<file path="config.mk">
export PLATFORM = sky130hd
export DESIGN_NAME = regfile_2r1w_flat
export DESIGN_NICKNAME = d
export VERILOG_FILES = /design/src/rtl/regfile_pkg.sv /design/src/rtl/regfile_if.sv /design/src/rtl/regfile_sweep_ctrl.sv /design/src/rtl/regfile_2r1w.sv /design/src/flat_wrapper.sv
export SDC_FILE = /design/constraint.sdc
export NUM_CORES = 1
export LEC_CHECK = 0
export ABC_AREA = 1
export CAP_MARGIN = 20
export CORE_AREA = 8 8 107 109
export CTS_CLUSTER_DIAMETER = 30
export DETAILED_ROUTE_END_ITERATION = 16
export DIE_AREA = 0 0 115 117
export GPL_ROUTABILITY_DRIVEN = 0
export PLACE_DENSITY = 0.75
export SETUP_SLACK_MARGIN = 0.15
export SYNTH_ARGS = -nofsm -noshare
export SYNTH_HDL_FRONTEND = slang
export SYNTH_HIERARCHICAL = 1
export SYNTH_SLANG_ARGS = --single-unit
</file>
<file path="constraint.sdc">
create_clock -name clk -period 1.75 [get_ports clk]
set_clock_uncertainty 0.05 [all_clocks]
set_input_delay 0.35 -clock clk [delete_from_list [all_inputs] [get_ports clk]]
set_output_delay 0.35 -clock clk [all_outputs]
set_load 0.01 [all_outputs]
</file>
<file path="src/rtl/regfile_pkg.sv">
// regfile_pkg: shared types for the 2-read/1-write register file.
//   state_e : sweep-clear controller state (IDLE, SWEEP)
package regfile_pkg;
  typedef enum logic {IDLE = 1'b0, SWEEP = 1'b1} state_e;
endpackage

</file>
<file path="src/rtl/regfile_if.sv">
// regfile_if: access bus of the register file.
//   master drives : en, we, waddr, wdata, raddr0, raddr1, clr_req
//   slave drives  : rdata0, rdata1, busy, wr_drop
interface regfile_if #(
  parameter int WIDTH = 8,
  parameter int AW    = 3
);
  logic             en;
  logic             we;
  logic [AW-1:0]    waddr;
  logic [WIDTH-1:0] wdata;
  logic [AW-1:0]    raddr0;
  logic [AW-1:0]    raddr1;
  logic [WIDTH-1:0] rdata0;
  logic [WIDTH-1:0] rdata1;
  logic             clr_req;
  logic             busy;
  logic             wr_drop;

  modport master (
    output en, we, waddr, wdata, raddr0, raddr1, clr_req,
    input  rdata0, rdata1, busy, wr_drop
  );
  modport slave (
    input  en, we, waddr, wdata, raddr0, raddr1, clr_req,
    output rdata0, rdata1, busy, wr_drop
  );
endinterface

</file>
<file path="src/rtl/regfile_sweep_ctrl.sv">
// regfile_sweep_ctrl: sequential clear engine. On clr_req in IDLE it walks
// cnt 0..DEPTH-1, one entry per enabled cycle, then returns to IDLE.
//   clk, clr_n   : clock, async active-low reset
//   en_i         : global enable, freezes the engine when low
//   clr_req_i    : sweep start request (ignored while sweeping)
//   busy_o       : registered, high while in SWEEP
//   clr_stb_o    : clear entry clr_addr_o on this edge
//   clr_addr_o   : entry being cleared
module regfile_sweep_ctrl
  import regfile_pkg::*;
#(
  parameter int DEPTH = 8,
  parameter int AW    = $clog2(DEPTH)
) (
  input  logic          clk,
  input  logic          clr_n,
  input  logic          en_i,
  input  logic          clr_req_i,
  output logic          busy_o,
  output logic          clr_stb_o,
  output logic [AW-1:0] clr_addr_o
);
  state_e        state_q;
  logic [AW-1:0] cnt_q;
  logic          busy_q;

  always_ff @(posedge clk or negedge clr_n) begin
    if (!clr_n) begin
      state_q <= IDLE;
      cnt_q   <= '0;
      busy_q  <= 1'b0;
    end else if (en_i) begin
      case (state_q)
        IDLE: begin
          if (clr_req_i) begin
            state_q <= SWEEP;
            cnt_q   <= '0;
            busy_q  <= 1'b1;
          end
        end
        SWEEP: begin
          if (cnt_q == AW'(DEPTH - 1)) begin
            state_q <= IDLE;
            cnt_q   <= '0;
            busy_q  <= 1'b0;
          end else begin
            cnt_q <= cnt_q + 1'b1;
          end
        end
        default: begin
          state_q <= IDLE;
          cnt_q   <= '0;
          busy_q  <= 1'b0;
        end
      endcase
    end
  end

  assign busy_o     = busy_q;
  assign clr_stb_o  = en_i && busy_q;
  assign clr_addr_o = cnt_q;
endmodule

</file>
<file path="src/rtl/regfile_2r1w.sv">
// regfile_2r1w: WIDTH x DEPTH register file, one write port, two registered
// read ports, optional write/clear-to-read bypass, global enable and a
// sweep-clear engine.
//   clk, clr_n : clock, async active-low reset (clears the whole array)
//   bus        : regfile_if slave (en, we, waddr, wdata, raddr0/1, clr_req
//                in; rdata0/1, busy, wr_drop out)
module regfile_2r1w
  import regfile_pkg::*;
#(
  parameter int WIDTH  = 8,
  parameter int DEPTH  = 8,
  parameter int AW     = $clog2(DEPTH),
  parameter bit BYPASS = 1'b1
) (
  input  logic      clk,
  input  logic      clr_n,
  regfile_if.slave  bus
);
  logic                        busy;
  logic                        clr_stb;
  logic [AW-1:0]               clr_addr;
  logic [DEPTH-1:0][WIDTH-1:0] mem_q;
  logic [1:0][WIDTH-1:0]       rdata_d, rdata_q;
  logic [1:0][AW-1:0]          raddr;
  logic                        wr_ok;
  logic                        wr_drop_q;

  regfile_sweep_ctrl #(.DEPTH(DEPTH), .AW(AW)) u_sweep (
    .clk        (clk),
    .clr_n      (clr_n),
    .en_i       (bus.en),
    .clr_req_i  (bus.clr_req),
    .busy_o     (busy),
    .clr_stb_o  (clr_stb),
    .clr_addr_o (clr_addr)
  );

  assign raddr = {bus.raddr1, bus.raddr0};

  // Writes only land while idle; out-of-range addresses are silently dropped.
  assign wr_ok = bus.en && bus.we && !busy &&
                 ({1'b0, bus.waddr} < (AW+1)'(DEPTH));

  // Write and clear never coincide: a write needs !busy, a clear needs busy.
  always_comb begin
    for (int k = 0; k < 2; k++) begin
      rdata_d[k] = '0;
      if ({1'b0, raddr[k]} < (AW+1)'(DEPTH)) begin
        rdata_d[k] = mem_q[raddr[k]];
        if (BYPASS) begin
          if (wr_ok && (bus.waddr == raddr[k]))
            rdata_d[k] = bus.wdata;
          else if (clr_stb && (clr_addr == raddr[k]))
            rdata_d[k] = '0;
        end
      end
    end
  end

  always_ff @(posedge clk or negedge clr_n) begin
    if (!clr_n) begin
      mem_q     <= '0;
      rdata_q   <= '0;
      wr_drop_q <= 1'b0;
    end else begin
      // Evaluated every cycle so the drop flag is a single-cycle pulse.
      wr_drop_q <= bus.en && bus.we && busy;
      if (bus.en) begin
        rdata_q <= rdata_d;
        if (wr_ok)   mem_q[bus.waddr] <= bus.wdata;
        if (clr_stb) mem_q[clr_addr]  <= '0;
      end
    end
  end

  assign bus.rdata0  = rdata_q[0];
  assign bus.rdata1  = rdata_q[1];
  assign bus.busy    = busy;
  assign bus.wr_drop = wr_drop_q;
endmodule

</file>
<file path="src/flat_wrapper.sv">
// flat-port wrapper written by rule: the top's interface ports become plain ports
module regfile_2r1w_flat import regfile_pkg::*;
#(
  parameter int WIDTH  = 8,
  parameter int DEPTH  = 8,
  parameter int AW     = $clog2(DEPTH),
  parameter bit BYPASS = 1'b1
)
  (clk, clr_n, bus_en, bus_we, bus_waddr, bus_wdata, bus_raddr0, bus_raddr1, bus_clr_req, bus_rdata0, bus_rdata1, bus_busy, bus_wr_drop);
  regfile_if #(.WIDTH(WIDTH), .AW(AW)) bus_i ();
  input  logic clk;
  input  logic clr_n;
  input wire logic [$bits(bus_i.en)-1:0] bus_en;
  input wire logic [$bits(bus_i.we)-1:0] bus_we;
  input wire logic [$bits(bus_i.waddr)-1:0] bus_waddr;
  input wire logic [$bits(bus_i.wdata)-1:0] bus_wdata;
  input wire logic [$bits(bus_i.raddr0)-1:0] bus_raddr0;
  input wire logic [$bits(bus_i.raddr1)-1:0] bus_raddr1;
  input wire logic [$bits(bus_i.clr_req)-1:0] bus_clr_req;
  output wire logic [$bits(bus_i.rdata0)-1:0] bus_rdata0;
  output wire logic [$bits(bus_i.rdata1)-1:0] bus_rdata1;
  output wire logic [$bits(bus_i.busy)-1:0] bus_busy;
  output wire logic [$bits(bus_i.wr_drop)-1:0] bus_wr_drop;
  assign bus_i.en = bus_en;
  assign bus_i.we = bus_we;
  assign bus_i.waddr = bus_waddr;
  assign bus_i.wdata = bus_wdata;
  assign bus_i.raddr0 = bus_raddr0;
  assign bus_i.raddr1 = bus_raddr1;
  assign bus_i.clr_req = bus_clr_req;
  assign bus_rdata0 = bus_i.rdata0;
  assign bus_rdata1 = bus_i.rdata1;
  assign bus_busy = bus_i.busy;
  assign bus_wr_drop = bus_i.wr_drop;
  regfile_2r1w #(.WIDTH(WIDTH), .DEPTH(DEPTH), .AW(AW), .BYPASS(BYPASS)) u_core (.clk(clk), .clr_n(clr_n), .bus(bus_i));
endmodule
</file>
* After elaboration in Yosys (flattened, before gate mapping)
Cells that the tools add are included.
** Word-level totals
- Register bits after elaboration :: 86
- Input port bits :: 22
- Output and inout port bits :: 18
- Logic and storage cells :: 69
** Operators by class
- Add/subtract/negate cells :: 1
- Magnitude comparators :: 6
- Eq/ne operators :: 7
- Multiplexer cells :: 25
- Bitwise operators :: 3
- Reduce and logical (&&, ||, !) cells :: 13
** Operators by type and width (count)
- $mux W64 :: 3
- $and A64 B64 Y64 :: 1
- $bwmux W64 :: 1
- $mux W8 :: 8
- $not A64 Y64 :: 1
- $bmux W8 S3 :: 2
- $demux W8 S3 :: 2
- $lt A3 B4 Y1 const B :: 4
- $eq A3 B3 Y1 :: 4
- $logic_and A1 B1 Y1 :: 10
- $ge A3 B1 Y1 const B :: 2
- $mux W3 :: 2
- $pmux W3 S2 :: 1
- $mux W1 :: 4
- $pmux W1 S2 :: 2
- $add A3 B1 Y3 const B :: 1
- $eq A3 B3 Y1 const B :: 1
- $reduce_and A3 Y1 :: 1
- $ne A2 B1 Y1 const B :: 1
- $ne A2 B2 Y1 const B :: 1
- $reduce_and A2 Y1 :: 1
- $logic_not A1 Y1 :: 1
- $not A1 Y1 :: 1

* Logic depth before layout (Yosys ltp)
Gate-level depths: netlist of run 1.
- Depth after elaboration :: 9
- Depth in mapped cells :: 10
- Depth with buffers taken out :: 9

* By module
The synthesis of run 1 kept the hierarchy.
** Modules (own cells, without submodules)
- regfile_2r1w :: times used 1, cells each 738, area an instance 4967.3 um^2
- regfile_sweep_ctrl :: times used 1, cells each 33, area an instance 270.3 um^2

* Worst setup path before layout of run 1
Ideal clock, no wire load.
- Path kind :: reg2reg
- Start :: reg u_core.u_sweep.busy_q, in the netlist u_core/u_sweep/busy_o
- End :: reg u_core.rdata_q (netlist bit u_core/bus.rdata0[6])
- Arrival :: 1.268 ns
- Path slack :: 0.312 ns
- Stages on the path, launching flop included :: 9
- Buffers on the path :: 0
- Path through :: dfrtp_1 > inv_1 > nand3_4 > nor2_2 > nand2_2 > nand2_1 > inv_1 > nand2_1 > a21oi_1
** Between the ends
- Cells in the longest elaborated chain, start to end :: 4
- Elaborated cells between the ends (all ways) :: 7
- Classes of those cells :: mux: 2; reduce/logical: 5
** RTL lines
- start, declared :: RTL line regfile_sweep_ctrl.sv:25 : logic busy_q;
- start signal, assigned :: RTL line regfile_sweep_ctrl.sv:31 : busy_q <= 1'b0;
- start signal, assigned :: RTL line regfile_sweep_ctrl.sv:38 : busy_q <= 1'b1;
- start signal, assigned :: RTL line regfile_sweep_ctrl.sv:45 : busy_q <= 1'b0;
- $logic_and A1 B1 Y1 / $logic_not A1 Y1 (equally long branches) :: RTL line regfile_sweep_ctrl.sv:60, regfile_2r1w.sv:41
- $logic_and A1 B1 Y1 (on tied branches) :: RTL line regfile_2r1w.sv:53, regfile_2r1w.sv:41
- $mux W8 / $logic_and A1 B1 Y1 (equally long branches) :: RTL line regfile_2r1w.sv:53, regfile_2r1w.sv:51
- $mux W8 * :: RTL line regfile_2r1w.sv:51 : if (wr_ok && (bus.waddr == raddr[k]))
- end signal, assigned :: RTL line regfile_2r1w.sv:69 : rdata_q <= rdata_d;
- end, declared :: RTL line regfile_2r1w.sv:23 : logic [1:0][WIDTH-1:0] rdata_d, rdata_q;
Mark *: on every way between the ends. The rest lies on a longest branch, timed or not.
A chain may end at the register's enable or synchronous reset.

* Worst setup path in the final report of run 1
- Start :: in bus_we
- End :: reg u_core/mem_q[9] in the netlist's numbering
** Between the ends
- Cells in the longest elaborated chain, start to end :: 6
** RTL lines
- start, declared :: RTL line flat_wrapper.sv:14 : input wire logic [$bits(bus_i.we)-1:0] bus_we;
- $logic_and A1 B1 Y1 * (2 in a row) :: RTL line regfile_2r1w.sv:41 : assign wr_ok = bus.en && bus.we && !busy &&
- $mux W64 * :: RTL line regfile_2r1w.sv:70 : if (wr_ok) mem_q[bus.waddr] <= bus.wdata;
- $mux W64 * :: RTL line regfile_2r1w.sv:68 : if (bus.en) begin
- $and A64 B64 Y64 (no source line)
- $mux W64 * :: RTL line regfile_2r1w.sv:71 : if (clr_stb) mem_q[clr_addr] <= '0;
- end signal, assigned by index :: RTL line regfile_2r1w.sv:70
- end, declared :: RTL line regfile_2r1w.sv:22 : logic [DEPTH-1:0][WIDTH-1:0] mem_q;
Mark *: on every way between the ends. The rest lies on a longest branch, timed or not. The select of a mux whose other input is x is not followed.

==> key figures, run 1 <==
Status
  – Run status: complete, no violations

Min path
  – Count of cells along the worst hold path: 2
  – Classification of the worst-slack hold path: reg2reg

Synth
  – Average cell area after synthesis: around 6.8 µm²
  – Dominant synthesized flop cell: dfrtp_1
  – Fraction of registers with async set/reset: 1.00
  – Gate count after technology mapping: 771
  – Synth area leader: dfrtp_1
  – Unique cell type count in the Yosys netlist: 23
  – Fraction of the yosys area taken by sequential cells: 0.411
  – Summed instance area of the synthesized netlist: 0.00524 mm²
  – Yosys top cell area share: 0.411
  – Most frequent cell after synthesis: nand2_1
  – Most area-consuming cells after synthesis: dfrtp_1, nand2_1, nand3_1, inv_1, a21oi_1
  – YS warnings: 6
  – Number of flip-flops and latches in the synthesized netlist: 86
  – Mapped Nets: 796
  – Top cells by instance count after synthesis: nand2_1, nand3_1, inv_1
  – EDFF count, synth: 0

Pwr
  – PnR Total Power: ~8.5 mW
  – Worst supply voltage drop on vdd: slightly above 0.8 mV
  – Static leakage: 3.45 nW
  – Power density over the cells: between 1000 and 1500 mW/mm²

Layout
  – Fraction of final layout cells sized beyond drive strength 1: 0.146
  – Area added between synthesis and finish: 25.5%
  – Area of all placed cells without fillers: roughly 0.0066 mm²
  – Count of non-filler cells in the finished layout: ~1,000
  – Area occupied by multi-input gates: 0.00253 mm²
  – Combined flip-flop and latch cell area: 0.00215 mm²
  – Diode count: 0
  – FILL cells: a little under 900
  – Share of the core filled with cells in the final layout: 0.663
  – Final Net Count: between 800 and 900

Routing
  – Routed wire length per instance: between 15 and 20 µm
  – Antenna violation net count after detailed routing: 0
  – Detailed Route Iter0 Violations: between 1,000 and 1,500
  – Routed via count: 5,918
  – Number of detailed-route iterations in the first pass: 6
  – Final Routed Wirelength: 18,800 µm
  – Residual DRC: 0
  – Post-DR vias/cell: a little under 6

Clock tree
  – Max H-tree Level: 3
  – CTS tree: done
  – Clock transition at the registers of the reported paths: 90 ps
  – Clock buffers created by TritonCTS: 9
  – Clock root buffer: clkbuf_8
  – Maximum buffer depth of the clock tree: 2
  – Clock latency at the later pin of the worst-skew pair: 370 ps
  – Clock sinks: 86

Critical path
  – Maximum fanout count along the critical path: 6
  – Startpoint type of the worst setup path: primary input
  – Crit Path Category: in2reg
  – Endpoint required time on the critical path: approximately 2000 ps
  – Type of element capturing the critical path: flop
  – R2R Setup Slk: 190 ps
  – Cells on worst reg2reg path: 8
  – Data arrival, critical path: ~1800 ps

Global route
  – Overflow after GRT: 0
  – Combined global-route utilization of all metal layers: 0.291
  – Global-route wire length before repair: about 30,000 µm
  – Initial antenna violation count: 1
  – Pin count of the biggest net entering global routing: 87
  – Via count of the first global-routing pass: around 5,600

Floorplan
  – Die span in x: roughly 120 µm
  – I/O pin count: 40
  – Starting density of the core: 0.529
  – Die area: about 0.013 mm²
  – Area of the core: between 0.009 and 0.01 mm²
  – Number of placement rows: 37
  – Die H: around 120 µm

STA
  – Max-slew violations: 0
  – Number of endpoints with negative hold slack in the final report: 0
  – Highest attainable clock frequency: 641 MHz
  – Worst-Margin Slew: roughly 530 ps
  – Headroom to the max-slew limit: 0.645
  – Final setup violating endpoints: 0
  – Crit share post-route: 0.892
  – Setup tns final: 0 ps
  – Period minus WS final: between 1500 and 2000 ps
  – RSZ-0062 raised after global routing: true

Placement
  – Number of instances in the placed design: between 900 and 1,000
  – Buffers on Ports: 39
  – Placed inst area: 0.00617 mm²
  – HPWL after detailed placement: ~13,000 µm

Flow run
  – Max capacitance violation total: 0
## registers in the layout, indices dropped and copies added (netlist names)
signal and count:
u_core/mem_q 64, u_core/bus.rdata0 8, u_core/bus.rdata1 8, u_core/u_sweep/clr_addr_o 3
u_core/bus.wr_drop 1, u_core/u_sweep/busy_o 1, u_core/u_sweep/state_q 1
## per-stage QoR
stage | worst slack, ps | hold slack [ps]
final | 190 | 475
after global routing | 113 | 498
after CTS | 156 | 478
after detailed placement | -347 | 377
after global placement | -329 | 371
after floorplan | 312 | 4.41
## what timing repair did
item,CTS,global route
pin swaps,3,4
gates cloned,1,2
buffers inserted,3,1
hold buffers,1,0
endpoints found under the hold margin,86,0
resized for setup,24,35
setup endpoints to repair,66,52
## critical path: stages
cell	delay [ps]
clkdlybuf4s50_1	520
nand3_4	130
nor2_4	180
nand2_2	140
buf_4	190
o21ai_0	190
a21oi_1	70
## per-layer routing
layer  global-route usage  wire length, µm  vias to the layer above
met5                    0                0                        -
met4                0.160             1050                        0
met2                0.434             8210                      438
met1                0.369             7180                     2721
met3               0.0918             2390                       99
li1                     -                -                     2660
## kinds of logic after synthesis
logic type                 count (synthesis)  synth area share
and+or+nand+nor                          381             0.320
buffers and inverters                    153             0.117
AOI/OAI and AO/OA                        148             0.145
DFF                                       86             0.411
adders and majority gates                  3           0.00717
## path summary, 6_finish.rpt
| check | from | to |
|---|---|---|
| min in group asynchronous | clr_n | u_core/u_sweep/clr_addr_o[1] |
| worst max-delay path | bus_we | u_core/mem_q[9] |
| worst max register to register | u_core/u_sweep/busy_o | u_core/bus.rdata1[4] |
| max in group asynchronous | clr_n | u_core/mem_q[10] |
| worst min-delay path | u_core/bus.rdata0[0] | u_core/bus.rdata0[0] |
| worst min register to register | u_core/bus.rdata0[0] | u_core/bus.rdata0[0] |
## final cells by class
class	count	share of cell area
clock buffer	9	0.0188
clock inverter	7	0.0160
inverter	120	0.0702
multi-input combinational	532	0.385
sequential	86	0.328
tap	136	0.0259
timing repair buffer	106	0.155
timing repair inverter	1	0.00114
## layout by cell type, fill, tap and decap left out, types with 4 or more instances in the layout
cell type	synthesis	layout
buf_6	0	4
nor2_4	4	6
dfrtp_1	86	84
inv_2	10	12
clkbuf_8	0	9
nand3_1	116	114
nand4_1	15	15
a21oi_1	79	75
o21ai_0	61	59
buf_12	0	8
nand2_1	196	193
inv_1	109	104
nor2_1	40	38
a21oi_2	0	4
buf_4	5	53
clkdlybuf4s50_1	0	12
dlymetal6s2s_1	0	5
dlygate4sd2_1	0	21
nand2_2	5	6
a211oi_1	7	7
## where the power goes
part / internal (mW) / total, mW / switching (mW) / leakage (nW)
sequential: 2.87 / 3.42 / 0.546 / 1.00
combinational: 1.27 / 3.44 / 2.17 / 2.34
clock: 0.824 / 1.63 / 0.809 / 0.112
Note: power is estimated with default switching activity, not from simulation.
==> run 2, diff against run 1 <==
CELL_PAD_IN_SITES_DETAIL_PLACEMENT = 0   (was default)
CELL_PAD_IN_SITES_GLOBAL_PLACEMENT = 1   (was default)
CORE_AREA = 8 8 116 118   (was 8 8 107 109)
DIE_AREA = 0 0 124 126   (was 0 0 115 117)
DONT_BUFFER_PORTS = 1   (was default)
PLACE_DENSITY = 0.87   (was 0.75)
==> run 2 against run 1 <==
Compared with the run above: the run now ends with hold timing left; wire length shrank 2.8%; total power shrank 1.5%; cell count shrank 7.9%; fmax grew 2.7%.
==> key figures, run 2 (synthesis gave the netlist of run 1 again) <==
Floorplan
  – Die H: 126 µm
  – Starting density of the core: 0.447
  – Die area: between 0.015 and 0.02 mm²
  – Die span in x: about 120 µm
  – Number of placement rows: 40
  – Area of the core: between 0.01 and 0.015 mm²
  – I/O pin count: 40

Global route
  – Pin count of the biggest net entering global routing: between 80 and 90
  – Initial antenna violation count: 0
  – Overflow after GRT: 0
  – Via count of the first global-routing pass: between 4,000 and 5,000
  – Global-route wire length before repair: ~28,000 µm
  – Combined global-route utilization of all metal layers: 0.237

Layout
  – Commonest cells after routing, fill and taps aside: nand2_1, nand3_1, inv_1, dfrtp_1, a21oi_1
  – Fraction of final layout cells sized beyond drive strength 1: 0.0999
  – Area occupied by multi-input gates: ~0.0025 mm²
  – Register containing the most flip-flops in the final layout: u_core/mem_q
  – Most common library cell in the layout ignoring fill and taps: nand2_1
  – Final Net Count: just under 800
  – Area of all placed cells without fillers: roughly 0.0058 mm²
  – Flip-flop count of the largest register, all copies and words added: 64
  – Combined flip-flop and latch cell area: 0.00215 mm²
  – FILL cells: 1,194
  – Diode count: 0
  – Area added between synthesis and finish: 10.2%

Routing
  – Routed via count: approximately 5,400
  – Antenna violation net count after detailed routing: 0
  – Post-DR vias/cell: ~5.9
  – Final Routed Wirelength: roughly 18,000 µm
  – Detailed Route Iter0 Violations: between 700 and 800
  – Routed wire length per instance: between 15 and 20 µm
  – Number of detailed-route iterations in the first pass: 6
  – Residual DRC: 0

Pwr
  – Worst supply voltage drop on vdd: around 0.80 mV
  – Static leakage: roughly 3.0 nW
  – Power density over the cells: roughly 1400 mW/mm²

Clock tree
  – Maximum buffer depth of the clock tree: 2
  – Clock latency at the later pin of the worst-skew pair: ~350 ps
  – Clock sinks: between 80 and 90
  – Clock transition at the registers of the reported paths: around 60 ps
  – Clock root buffer: clkbuf_16
  – Max H-tree Level: 3
  – CTS tree: done
  – Clock buffers created by TritonCTS: 9

Critical path
  – Startpoint type of the worst setup path: flop
  – R2R Setup Slk: 230 ps
  – Cells on worst reg2reg path: 7
  – Delay of the slowest critical-path stage: 400 ps
  – Type of element capturing the critical path: flop
  – Data arrival, critical path: between 1500 and 2000 ps
  – Cell Chain, Critical Path: nand2_1 > inv_1 > nand2_1 > inv_1 > nand3_2 > o21ai_0 > a21oi_1
  – Crit Reg-Reg Startpoint: u_core/u_sweep/busy_o
  – Slowest cell on crit path: dfrtp_1
  – Crit Path Category: reg2reg
  – Worst r2r dst: u_core/mem_q[8]
  – Maximum fanout count along the critical path: 8
  – Endpoint required time on the critical path: roughly 1900 ps

Min path
  – Classification of the worst-slack hold path: in2async

STA
  – Max-slew violations: 0
  – Post-layout worst setup margin: 230 ps
  – Crit share post-route: 0.868
  – Period minus WS final: 1520 ps
  – Number of endpoints with negative hold slack in the final report: 86
  – Headroom to the max-slew limit: 0.784
  – Final setup violating endpoints: 0
  – RSZ-0062 raised after global routing: true
  – Setup tns final: 0 ps
  – Final hold slack: -355 ps
  – Worst-Margin Slew: 322 ps
  – Highest attainable clock frequency: 658 MHz

Placement
  – Buffers on Ports: 0
  – Placed inst area: between 0.005 and 0.006 mm²
  – HPWL after detailed placement: roughly 13,000 µm
  – Setup WS pre-CTS: about 150 ps

Status
  – Run status: finished, violations left
  – Violated checks: hold timing

Flow run
  – Max capacitance violation total: 0
==> run 2: final cells by class <==
class | count | area share
flip-flops and latches | 86 | 0.373
clock buffers | 9 | 0.0390
well taps | 147 | 0.0319
inverters | 120 | 0.0813
clock inverters | 7 | 0.0154
multi-input cells | 532 | 0.437
repair buffers | 17 | 0.0221
==> run 2: metal layers <==
| layer | global-route usage | part of all wire |
|---|---|---|
| met1 | 0.321 | 0.41 |
| met2 | 0.342 | 0.44 |
| met3 | 0.0679 | 0.12 |
| met4 | 0.106 | 0.033 |
| met5 | 0 | 0 |
==> run 2: worst max path at each step <==
| stage | from | endpoint | slack, ps | depth (start not counted) |
|---|---|---|---|---|
| 2_1_floorplan | u_core/u_sweep/busy_o | u_core/bus.rdata0[6] | 310 | 8 |
| 3_3_place_gp | u_core/u_sweep/busy_o | u_core/mem_q[30] | 200 | 7 |
| 3_5_place_dp | u_core/u_sweep/busy_o | u_core/mem_q[30] | 150 | 7 |
| 4_1_cts | u_core/u_sweep/busy_o | u_core/mem_q[54] | 170 | 7 |
| 5_1_grt | u_core/u_sweep/busy_o | u_core/mem_q[40] | 100 | 7 |
| 6_report | u_core/u_sweep/busy_o | u_core/mem_q[8] | 230 | 7 |
==> run 2: metrics by stage <==
stage | total power [mW] | util | instances
3_5_place_dp | 6.17 | 0.458 | 899
6_report | 8.36 | 0.493 | 918
4_1_cts | 8.24 | 0.485 | 915
2_1_floorplan | 5.39 | - | 771
3_3_place_gp | 6.07 | 0.458 | 899
5_1_grt | 8.95 | 0.493 | 918
==> run 2: worst max-delay path: cells and delay by family, from the launching register on <==
family | cells | cell delay [ps]
AND/OR/NAND/NOR | 3 | 440
flip-flops | 1 | 400
buffers and inverters | 2 | 250
AO/OA/AOI/OAI | 2 | 250
==> run 2: what timing repair did <==
item | 4_1_cts | 5_1_grt
hold endpoints to repair | 86 | 86
pin swaps | 0 | 0
setup endpoints to repair | 3 | 63
resized for setup | 1 | 26
buffers inserted | 0 | 3
==> run 2: power by group <==
group          total (mW)  leakage, nW  switching [mW]  internal, mW
combinational        2.87         1.80            1.85          1.03
sequential           3.44         1.00           0.558          2.88
clock                2.05        0.159           0.808          1.24
total                8.36         2.96            3.21          5.15
